==> src/rtl/icache_dm_pkg.sv <==
// rtl/icache_dm_pkg.sv - shared types and constants for the direct-mapped instruction cache
// Purpose: cache FSM state encoding, NOP instruction and default line count.
// Ports: none (package).
package my_pkg;

    typedef enum logic {
        IC_FLUSH = 1'b0,
        IC_READY = 1'b1
    } ICACHE_State_Enum;

    localparam logic [31:0] NOP_INSTR        = 32'h00000013;
    localparam int          ICACHE_LINES_DEF = 16;

endpackage

==> src/rtl/icache_dm_if.sv <==
// rtl/icache_dm_if.sv - fetch-side bus between the fetch FSM and the instruction cache
// Purpose: bundles lookup, refill, flush and status signals.
// Ports (master = fetch FSM side):
//   PC, MEM_DATA, ICACHE_WEn, FLUSH      : master -> cache
//   INSTR, match, PC_changed, FLUSH_BUSY : cache -> master
interface icache_dm_if;

    logic [31:0] PC;
    logic [31:0] MEM_DATA;
    logic        ICACHE_WEn;
    logic        FLUSH;
    logic [31:0] INSTR;
    logic        match;
    logic        PC_changed;
    logic        FLUSH_BUSY;

    modport master (
        output PC, MEM_DATA, ICACHE_WEn, FLUSH,
        input  INSTR, match, PC_changed, FLUSH_BUSY
    );

    modport slave (
        input  PC, MEM_DATA, ICACHE_WEn, FLUSH,
        output INSTR, match, PC_changed, FLUSH_BUSY
    );

endinterface

==> src/rtl/icache_dm_line_ram.sv <==
// rtl/icache_dm_line_ram.sv - tag/valid/data storage for the direct-mapped instruction cache
// Purpose: unreset line array, one combinational read port, one synchronous write port
//          and a separate valid-clear port used by the invalidate sweep.
// Ports:
//   clk                : write clock
//   we, widx, wtag, wdata : refill write (sets valid)
//   clr, cidx          : clear valid of line cidx
//   ridx -> rvalid, rtag, rdata : combinational read
module icache_line_ram #(
    parameter int LINES = 16,
    parameter int IDX_W = $clog2(LINES),
    parameter int TAG_W = 30 - IDX_W
) (
    input  logic             clk,
    input  logic             we,
    input  logic [IDX_W-1:0] widx,
    input  logic [TAG_W-1:0] wtag,
    input  logic [31:0]      wdata,
    input  logic             clr,
    input  logic [IDX_W-1:0] cidx,
    input  logic [IDX_W-1:0] ridx,
    output logic             rvalid,
    output logic [TAG_W-1:0] rtag,
    output logic [31:0]      rdata
);

    logic             valid_arr [LINES];
    logic [TAG_W-1:0] tag_arr   [LINES];
    logic [31:0]      data_arr  [LINES];

    // No reset: contents are only trusted after the sweep has cleared every valid bit.
    // Clear and write never coincide (sweep vs. ready state); clear still wins for safety.
    always_ff @(posedge clk) begin
        if (clr) begin
            valid_arr[cidx] <= 1'b0;
        end else if (we) begin
            valid_arr[widx] <= 1'b1;
        end
        if (we) begin
            tag_arr[widx]  <= wtag;
            data_arr[widx] <= wdata;
        end
    end

    assign rvalid = valid_arr[ridx];
    assign rtag   = tag_arr[ridx];
    assign rdata  = data_arr[ridx];

endmodule

==> src/rtl/icache_dm.sv <==
// rtl/icache_dm.sv - direct-mapped single-word-line instruction cache with invalidate sweep
// Purpose: combinational lookup, refill on active-low strobe, PC change detect,
//          post-reset / on-request invalidate sweep.
// Ports:
//   clk  : clock
//   rstn : asynchronous active-low reset
//   bus  : icache_dm_if.slave (PC, MEM_DATA, ICACHE_WEn, FLUSH in;
//          INSTR, match, PC_changed, FLUSH_BUSY out)
module icache_dm
    import my_pkg::*;
#(
    parameter int LINES = ICACHE_LINES_DEF,
    parameter int IDX_W = $clog2(LINES)
) (
    input  logic        clk,
    input  logic        rstn,
    icache_dm_if.slave  bus
);

    localparam int TAG_W = 30 - IDX_W;
    localparam logic [IDX_W-1:0] LAST_IDX = IDX_W'(LINES - 1);

    ICACHE_State_Enum state;
    logic [IDX_W-1:0] flush_idx;
    logic [31:0]      pc_q;

    logic [IDX_W-1:0] idx;
    logic [TAG_W-1:0] tag;
    logic             rvalid;
    logic [TAG_W-1:0] rtag;
    logic [31:0]      rdata;
    logic             ram_we;
    logic             ram_clr;
    logic             hit;
    logic             unused_pc_bits;

    assign idx            = bus.PC[IDX_W+1:2];
    assign tag            = bus.PC[31:IDX_W+2];
    assign unused_pc_bits = ^bus.PC[1:0];

    always_ff @(posedge clk or negedge rstn) begin
        if (!rstn) begin
            state     <= IC_FLUSH;
            flush_idx <= '0;
            pc_q      <= '0;
        end else begin
            pc_q <= bus.PC;
            if (bus.FLUSH) begin
                // Restart the sweep from line 0 whatever state we are in.
                state     <= IC_FLUSH;
                flush_idx <= '0;
            end else begin
                case (state)
                    IC_FLUSH: begin
                        flush_idx <= flush_idx + 1'b1;
                        if (flush_idx == LAST_IDX) begin
                            state <= IC_READY;
                        end
                    end
                    default: state <= IC_READY;
                endcase
            end
        end
    end

    assign ram_clr = (state == IC_FLUSH);
    assign ram_we  = (state == IC_READY) && !bus.ICACHE_WEn && !bus.FLUSH;

    icache_line_ram #(
        .LINES (LINES),
        .IDX_W (IDX_W),
        .TAG_W (TAG_W)
    ) u_ram (
        .clk    (clk),
        .we     (ram_we),
        .widx   (idx),
        .wtag   (tag),
        .wdata  (bus.MEM_DATA),
        .clr    (ram_clr),
        .cidx   (flush_idx),
        .ridx   (idx),
        .rvalid (rvalid),
        .rtag   (rtag),
        .rdata  (rdata)
    );

    // Array contents are meaningless during the sweep, so lookups are masked there.
    assign hit            = (state == IC_READY) && rvalid && (rtag == tag);
    assign bus.match      = hit;
    assign bus.INSTR      = hit ? rdata : NOP_INSTR;
    assign bus.PC_changed = (bus.PC[31:2] != pc_q[31:2]);
    assign bus.FLUSH_BUSY = (state == IC_FLUSH);

endmodule

==> src/flat_wrapper.sv <==
// flat-port wrapper written by rule: the top's interface ports become plain ports
module icache_dm_flat import my_pkg::*;
#(
    parameter int LINES = ICACHE_LINES_DEF,
    parameter int IDX_W = $clog2(LINES)
)
  (clk, rstn, bus_PC, bus_MEM_DATA, bus_ICACHE_WEn, bus_FLUSH, bus_INSTR, bus_match, bus_PC_changed, bus_FLUSH_BUSY);
  icache_dm_if bus_i ();
  input  logic clk;
  input  logic rstn;
  input wire logic [$bits(bus_i.PC)-1:0] bus_PC;
  input wire logic [$bits(bus_i.MEM_DATA)-1:0] bus_MEM_DATA;
  input wire logic [$bits(bus_i.ICACHE_WEn)-1:0] bus_ICACHE_WEn;
  input wire logic [$bits(bus_i.FLUSH)-1:0] bus_FLUSH;
  output wire logic [$bits(bus_i.INSTR)-1:0] bus_INSTR;
  output wire logic [$bits(bus_i.match)-1:0] bus_match;
  output wire logic [$bits(bus_i.PC_changed)-1:0] bus_PC_changed;
  output wire logic [$bits(bus_i.FLUSH_BUSY)-1:0] bus_FLUSH_BUSY;
  assign bus_i.PC = bus_PC;
  assign bus_i.MEM_DATA = bus_MEM_DATA;
  assign bus_i.ICACHE_WEn = bus_ICACHE_WEn;
  assign bus_i.FLUSH = bus_FLUSH;
  assign bus_INSTR = bus_i.INSTR;
  assign bus_match = bus_i.match;
  assign bus_PC_changed = bus_i.PC_changed;
  assign bus_FLUSH_BUSY = bus_i.FLUSH_BUSY;
  icache_dm #(.LINES(LINES), .IDX_W(IDX_W)) u_core (.clk(clk), .rstn(rstn), .bus(bus_i));
endmodule
==> config.mk <==
export PLATFORM = sky130hd
export DESIGN_NAME = icache_dm_flat
export DESIGN_NICKNAME = d
export VERILOG_FILES = /design/src/rtl/icache_dm_pkg.sv /design/src/rtl/icache_dm_if.sv /design/src/rtl/icache_dm_line_ram.sv /design/src/rtl/icache_dm.sv /design/src/flat_wrapper.sv
export SDC_FILE = /design/constraint.sdc
export NUM_CORES = 1
export LEC_CHECK = 0
export CAP_MARGIN = 15
export CORE_MARGIN = 2
export CORE_UTILIZATION = 55
export CTS_CLUSTER_SIZE = 30
export DETAILED_ROUTE_END_ITERATION = 16
export PLACE_DENSITY = 0.75
export RECOVER_POWER = 100
export SLEW_MARGIN = 10
export SYNTH_ARGS = -nofsm -noshare
export SYNTH_HDL_FRONTEND = slang
export SYNTH_SLANG_ARGS = --single-unit
==> constraint.sdc <==
create_clock -name clk -period 5.6 [get_ports clk]
set_input_delay 1.12 -clock clk [delete_from_list [all_inputs] [get_ports clk]]
set_output_delay 1.12 -clock clk [all_outputs]
set_load 0.03 [all_outputs]
Word-level counts from Yosys, hierarchy flattened
Memories as Yosys holds them, arrays and structs flattened.
Cells that the tools add are included.
{"block": "totals", "register_bits": 37, "latchBits": 0, "ram_bits": 944, "mem_bits_ro": 0, "in_bits": 68, "out_inout_bits": 35, "word_cells": 33, "memories": 3}
{"block": "op_classes", "addsub": 1, "n_mul": 0, "div_mod_pow": 0, "n_lt_le_gt_ge": 0, "n_eq_ne": 4, "shift": 0, "mux": 14, "bitwise": 1, "reduce_logical": 7}
{"memory": "u_core.u_ram.data_arr", "words": 16, "word_bits": 32, "read_ports": 1, "rd_clocked_by_memory_dff": 0, "wr": 1, "line_no": "icache_dm_line_ram.sv:29", "text": "logic [31:0] data_arr [LINES];"}
{"memory": "u_core.u_ram.tag_arr", "words": 16, "word_bits": 26, "read_ports": 1, "rd_clocked_by_memory_dff": 0, "wr": 1, "line_no": "icache_dm_line_ram.sv:28", "text": "logic [TAG_W-1:0] tag_arr [LINES];"}
{"memory": "u_core.u_ram.valid_arr", "words": 16, "word_bits": 1, "read_ports": 1, "rd_clocked_by_memory_dff": 0, "wr": 1, "line_no": "icache_dm_line_ram.sv:27", "text": "logic valid_arr [LINES];"}
{"operator": "$mux 32", "count": 1}
{"operator": "$ne 30x30->1", "count": 1}
{"operator": "$eq 26x26->1", "count": 1}
{"operator": "$mux 4", "count": 3}
{"operator": "$mux 1", "count": 10}
{"operator": "$add 4x1->4 const B", "count": 1}
{"operator": "$eq 4x4->1 const B", "count": 1}
{"operator": "$logic_and 1x1->1", "count": 4}
{"operator": "$logic_not 1->1", "count": 2}
{"operator": "$ne 2x2->1 const B", "count": 1}
{"operator": "$not 1->1", "count": 1}
{"operator": "$reduce_or 1->1", "count": 1}

Longest topological paths before layout
Gate-level depths: netlist (run 1).
{"block": "depth", "ltp_word": 8, "mapped_depth": 13}

Cells and area by module
From an unflattened synthesis (run 1), not the netlist that was laid out.
{"block": "unflattened", "cells_unflattened": 1666, "hier_area_um2": 37410.9}
{"mod": "icache_line_ram", "instances": 1, "cells_per_inst": 1498, "area_per_inst_um2": 35464.0}
{"mod": "icache_dm", "instances": 1, "cells_per_inst": 168, "area_per_inst_um2": 1946.9}

Least setup slack after synthesis (run 1)
Ideal clock, no wire load.
{"block": "synth_timing", "kind": "input to register", "start": "in bus_PC[2]", "end": "mem u_core.u_ram.data_arr[0][0] (enable)", "setup_time_ns": 0.545, "arrival_ns": 6.791, "required_ns": 5.055, "setup_slack_ns": -1.736, "cell_stages": 10, "n_path_buf": 8, "path_cell_list": "buf_6 -> buf_6 -> buf_6 -> buf_6 -> buf_2 -> buf_2 -> buf_6 -> buf_2 -> or3_1 -> nor3_1"}
{"item": "start, declared", "line_no": "flat_wrapper.sv:11", "text": "input wire logic [$bits(bus_i.PC)-1:0] bus_PC;"}
{"item": "end, declared", "line_no": "icache_dm_line_ram.sv:29"}
Straight into the memory's write port.

Final worst setup path (run 1)
{"block": "layout_timing", "start": "in bus_PC[4]", "end": "out bus_INSTR[12]"}
{"block": "layout_between", "elab_chain_cells": 4, "word_cells_on_any_way": 7, "cone_classes": "eq/ne (1); mux (1); reduce/logical (2); memory (3)"}
{"item": "$mem_v2 16x26 / $mem_v2 16x1 (equally long branches)"}
{"item": "$eq 26x26->1 / $logic_and 1x1->1 (equally long branches)", "line_no": "icache_dm.sv:88", "text": "assign hit = (state == IC_READY) && rvalid && (rtag == tag);"}
{"item": "$logic_and 1x1->1", "line_no": "icache_dm.sv:88"}
{"item": "$mux 32 (*)", "line_no": "icache_dm.sv:90", "text": "assign bus.INSTR = hit ? rdata : NOP_INSTR;"}
{"item": "end, declared", "line_no": "flat_wrapper.sv:15", "text": "output wire logic [$bits(bus_i.INSTR)-1:0] bus_INSTR;"}
Mark *: on every way between the ends. The rest lies on a longest branch, timed or not.

==> flow_summary.ini, run 1 <==
[run_status]
status = complete, but fails checks
violations = capacitance limit, slew limit

[finish]
drive_gt1_share_pct = 26.3
final_cell_mix = 944 x edfxtp_1, 250 x mux4_2, 98 x clkbuf_16
finalNetCount = 2008
fillers = 4468
final_common_cell = edfxtp_1
fin_util_pct = 64.1
syn_to_final_growth_pct = 15.3
multi_input_area_sq_um = 8460
seq_area_sq_um = 29200
instances_no_fill = 2951

[floorplanning]
ioPinCount = 103
die_w_um = 268
core_sq_um = 68700
dieHeight_um = 268
initial_core_util_pct = 55.6
rows = 96
die-area_sq_um = 71600

[cts]
postCtsSetupBuffers = 0
clk_pin_slew_ns = 0.07
cts_buffer_depth = 3
htree_levels = 3
cts_made_buffers = 95
clock-sinks = 979
holdBufCountCts = 0
cts_tree = yes
clk_latency_ns = 0.66
cts_root_buffer = clkbuf_16

[sta]
max_freq_mhz = 180
fin_skew_ns = 0.0168
post-route-period-util_pct = 99.0
rsz0062_at_grt = yes
hold_ws_ns = 0.639
fin_crit_ns = 5.54
tightestPinTransition_ns = 3.19
finalSetupViolCount = 0
finalMaxSlewViolations = 821
hold_violations = 0
slew_headroom_pct = -113

[placement]
gp_congestion = 0.934
hpwl_um = 48200
dp.cells = 2771
io_buffers = 100

[logic_synthesis]
synth_nets = 1776
seq_area_frac_synth_pct = 76.5
synthArstFlopShare_pct = 3.58
yosys_register_bits = 979
synth_edf_count = 944
syn_area_sq_um = 38200
avgSynthCellArea_sq_um = 22.4
syn_inst = 1707
dominantRegCellSynth = edfxtp_1
yosysUniqueCellTypes = 62
yosysWarnings = 0

[global_routing]
grt_max_degree = 52
grt_use_total_pct = 25.6
grt_pass1_vias = 19400
grt-ovfl-total = 0
grt_pass1_wl_um = 131000
antenna_found_initial = 5

[power]
p_leak_nw = 14.1
power_mw = 15.0
power_density_nw_per_um2 = 341
vdd_drop_max_mv = 0.298

[drt]
num_vias = 19000
drtIter0Drc = 2334
drt-total-wl_um = 89900
post-route-drc-count = 0
wire_per_inst_um = 30.5
drtPass1Iterations = 7
ant_nets = 0
post_drt_via_cell_ratio = 6.44

[flow_run]
maxCapViolCount = 26

[setup_path]
critPathCaptureType = primary output
r2r_slack_ns = 0.75
crit_type = input pin to primary output
worst_ep_arrival_time_ns = 4.42
crit_path_start_kind = input pin
required_ns = 4.48
worstPathMaxFanout = 19

[min_path]
hp-class = flip-flop to flip-flop
## kinds of logic (layout without fill, tap and decap cells)
| kind of cell | count (synthesis) | count (layout) | synth area share [%] |
|---|---|---|---|
| adder cells (fa/ha/maj) | 1 | 1 | 0.0327 |
| flip-flops | 979 | 979 | 76.5 |
| other | 0 | 1 | 0 |
| buffers and inverters | 107 | 419 | 1.56 |
| AO/OA/AOI/OAI | 87 | 87 | 1.73 |
| multiplexers | 313 | 313 | 16.4 |
| XOR/XNOR | 61 | 61 | 1.40 |
| AND/OR/NAND/NOR | 159 | 159 | 2.38 |
## flip-flops by register name (all words and copies together) (netlist names)
register                flops
u_core.u_ram.valid_arr     16
u_core.u_ram.tag_arr      416
u_core.state                1
u_core.u_ram.data_arr     512
u_core.pc_q                30
u_core.flush_idx            4
## per-layer routing
| layer | global-route usage, % | routed length [um] | up-vias |
|---|---|---|---|
| li1 | - | - | 7690 |
| met1 | 35.7 | 34000 | 10000 |
| met2 | 40.9 | 44600 | 1094 |
| met3 | 5.31 | 8530 | 175 |
| met4 | 8.92 | 2660 | 4 |
| met5 | 0 | 24 | - |
## critical path, cell delays in order
cell and delay (ns):
buf_2 0.21, buf_12 0.20, inv_4 0.07, buf_4 0.22, buf_4 0.31, buf_4 0.25
nor2_1 0.09, a22o_1 0.23, a221oi_1 0.29, xor2_1 0.19, and4_1 0.40, buf_4 0.34
and4_1 0.31, buf_12 0.14
## worst paths after layout
kind                                                end           startpoint  cells past startpoint
setup / recovery                          bus_INSTR[12]            bus_PC[4]                     14
hold / removal                      u_core.flush_idx[3]  u_core.flush_idx[3]                      2
setup reg to reg           u_core.u_ram.tag_arr[12][11]         u_core.state                      5
hold reg to reg                     u_core.flush_idx[3]  u_core.flush_idx[3]                      2
max in group asynchronous                u_core.pc_q[9]                 rstn                      1
min in group asynchronous           u_core.flush_idx[0]                 rstn                      1
## what timing repair did
action,in CTS,in global routing
gates resized for setup,3,15
cloned,0,2
setup endpoints to repair,15,21
pin swaps,0,2
## per-stage QoR
step / worst slack (ns) / cell area (sq um) / setup TNS (ns)
floorplan: -0.163 / 38200 / -89.85
global placement: 0.0252 / 41200 / 0
detailed placement: -0.0369 / 41200 / -0.159
CTS: 0.00312 / 44300 / 0
global route: -0.0116 / 44100 / -0.0386
finish: 0.0581 / 44100 / 0
## synth_stat cells, types with 3 or more instances
cell type | instances | area, sq um
a21o_1 | 3 | 22.5
a21oi_1 | 11 | 55.1
a221oi_1 | 5 | 43.8
a22o_1 | 3 | 26.3
a22oi_1 | 12 | 90.1
a31oi_1 | 6 | 37.5
and2_1 | 5 | 31.3
and3_1 | 4 | 25.0
and4_1 | 31 | 272
buf_1 | 4 | 15.0
buf_2 | 26 | 130
buf_4 | 16 | 120
buf_6 | 12 | 135
clkbuf_1 | 28 | 105
dfrtp_1 | 35 | 876
edfxtp_1 | 944 | 28300
inv_1 | 17 | 63.8
mux2i_1 | 60 | 601
mux4_2 | 250 | 5630
nand2_1 | 17 | 63.8
nand3_1 | 9 | 45.0
nand4_1 | 10 | 62.6
nand4b_1 | 3 | 26.3
nor2_1 | 48 | 180
nor2b_1 | 6 | 37.5
nor3_1 | 7 | 35.0
nor3b_1 | 4 | 30.0
nor4_1 | 6 | 37.5
o2111ai_1 | 4 | 35.0
o211ai_1 | 3 | 22.5
o21ai_0 | 10 | 50.1
o22ai_1 | 4 | 25.0
o41ai_1 | 3 | 26.3
or3_1 | 3 | 18.8
xnor2_1 | 40 | 350
xor2_1 | 21 | 184
## area by class of cell
type                    instances  area share, %
clock buffers                 115           5.71
inverters                      19          0.168
multi-input cells             621           19.2
diodes                          1        0.00568
well taps                     931           2.64
flip-flops and latches        979           66.3
clock inverters                62           1.19
repair buffers                223           4.77
## power breakdown
part	internal (mW)	switching (mW)
combinational	0.330	0.422
sequential	8.04	0.00900
clock	3.53	2.68
(Power assumes the default switching activity.)
==> run 2: changes to the inputs <==
Settings changed: PLACE_DENSITY 0.75 to 0.83.
==> run 2 against run 1 <==
Against the previous run:
- sequential share of layout area is 0.19 points higher
- the run still ends with capacitance limit, slew limit left
- critical path type unchanged
- clock power is 0.6% lower
- global-route usage increased by 1.2 points
- register-to-register slack lost 0.21 ns
- largest power group unchanged
- hold slack improved by 0.0064 ns
- clock-buffer cell count grew 2
==> flow_summary.ini, run 2 (synthesis gave the netlist of run 1 again) <==
[run_status]
status = complete, but fails checks
violations = capacitance limit, slew limit

[drt]
wire_per_inst_um = 32.0
drt-total-wl_um = 93900
num_vias = 19400
drtIter0Drc = 2587
ant_nets = 0
drtPass1Iterations = 5
post_drt_via_cell_ratio = 6.60
post-route-drc-count = 0

[cts]
postCtsSetupBuffers = 0
clk_latency_ns = 0.68
cts_buffer_depth = 3
htree_levels = 3
clock-sinks = 979
cts_made_buffers = 92
clk_pin_slew_ns = 0.06
holdBufCountCts = 0
cts_tree = yes
cts_root_buffer = clkbuf_16

[finish]
largest_reg_flops = 512
stdcell_area_sq_um = 43900
finalNetCount = 1997
reg_top3 = u_core.u_ram.data_arr (512), u_core.u_ram.tag_arr (416), u_core.pc_q (30)
final_common_cell = edfxtp_1
top_register = u_core.u_ram.data_arr
syn_to_final_growth_pct = 15.0
instances_no_fill = 2938
drive_gt1_share_pct = 26.0
final_cell_mix = 944 x edfxtp_1, 250 x mux4_2, 92 x clkbuf_16

[power]
power_density_nw_per_um2 = 340
vdd_drop_max_mv = 0.281
p_leak_nw = 14.1

[setup_path]
crit_chain = buf_8 -> buf_12 -> mux2i_1 -> and2_1 -> o41ai_2 -> o2111ai_1 -> or4_4 -> a2111oi_4 -> buf_4 -> buf_4 -> and4_2 -> buf_12
crit_type = input pin to primary output
slowest_stage = or4_4
worst_ep_arrival_time_ns = 4.39
cpPeakStageDelay_ns = 0.49
critPathCaptureType = primary output
crit_path_start_kind = input pin
worstPathMaxFanout = 40
required_ns = 4.48

[sta]
finalWorstSetupSlack_ns = 0.0916
rsz0062_at_grt = yes
finalMaxSlewViolations = 692
fin_crit_ns = 5.51
hold_ws_ns = 0.646
slew_headroom_pct = -51.7
fin_skew_ns = 0.0196
finalSetupViolCount = 0
tightestPinTransition_ns = 2.27
setup_tns_ns = 0
max_freq_mhz = 182
post-route-period-util_pct = 98.4
hold_violations = 0

[floorplanning]
rows = 96
initial_core_util_pct = 55.6
dieHeight_um = 268
die_w_um = 268
ioPinCount = 103
core_sq_um = 68700
die-area_sq_um = 71600

[flow_run]
maxCapViolCount = 22

[placement]
gp_congestion = 0.966
dp.cells = 2765
hpwl_um = 48800
dpl_cell_area_sq_um = 41300
io_buffers = 100
place_worst_setup_slack_ns = -0.147

[global_routing]
antenna_found_initial = 4
grt_use_total_pct = 26.8
grt_max_degree = 87
grt_pass1_vias = 20500
grt-ovfl-total = 0
grt_pass1_wl_um = 136000

[min_path]
hp-class = flip-flop to flip-flop
run 2: per-layer routing:
| metal | vias to the layer above | routed length [um] | global-route usage, % |
|---|---|---|---|
| met2 | 1373 | 48000 | 44.6 |
| met1 | 10100 | 33400 | 34.8 |
| met5 | - | 13 | 0 |
| met3 | 261 | 9160 | 5.76 |
| li1 | 7663 | - | - |
| met4 | 2 | 3350 | 10.4 |
run 2: final cells by class:
class | count | area, sq um
inverters | 19 | 73.8
diodes | 4 | 10.0
flip-flops and latches | 979 | 29200
multi-input cells | 621 | 8440
repair buffers | 215 | 2040
clock inverters | 52 | 543
clock buffers | 117 | 2440
fillers | 4335 | 24800
well taps | 931 | 1160
run 2: timing repair:
| action | in CTS | in global routing |
|---|---|---|
| setup endpoints to repair | 32 | 21 |
| resized for setup | 8 | 15 |
| pin swaps | 1 | 1 |
run 2: report_power, final:
group / switching [mW] / total [mW] / leakage [nW] / internal [mW]
Combinational: 0.421 / 0.740 / 3.71 / 0.319
Clock: 2.73 / 6.17 / 1.43 / 3.44
Sequential: 0.00900 / 8.05 / 8.91 / 8.04
Total: 3.16 / 15.0 / 14.1 / 11.8
run 2: worst paths after layout:
check	startpoint	end	slack, ns	cells after the start
worst max-delay path	bus_PC[3]	bus_INSTR[31]	0.09	12
worst min-delay path	u_core.flush_idx[1]	u_core.flush_idx[1]	0.65	2
worst max register to register	u_core.state	u_core.u_ram.tag_arr[4][9]	0.54	5
worst min register to register	u_core.flush_idx[1]	u_core.flush_idx[1]	0.65	2
max in group asynchronous	rstn	u_core.pc_q[20]	3.21	1
min in group asynchronous	rstn	u_core.pc_q[29]	1.11	1
run 2: through the flow:
step	utilization, %	total power [mW]
6_report	63.9	15.0
5_1_grt	63.9	15.3
4_1_cts	64.5	15.0
3_5_place_dp	60.1	8.94
3_3_place_gp	60.1	8.91
2_1_floorplan	-	8.62
run 2: worst max-delay path, delay by kind of cell:
| family | cells | cell delay [ns] |
|---|---|---|
| and+or+nand+nor | 3 | 1.00 |
| muxes | 1 | 0.11 |
| AOI/OAI and AO/OA | 3 | 1.05 |
| buffers and inverters | 5 | 1.06 |
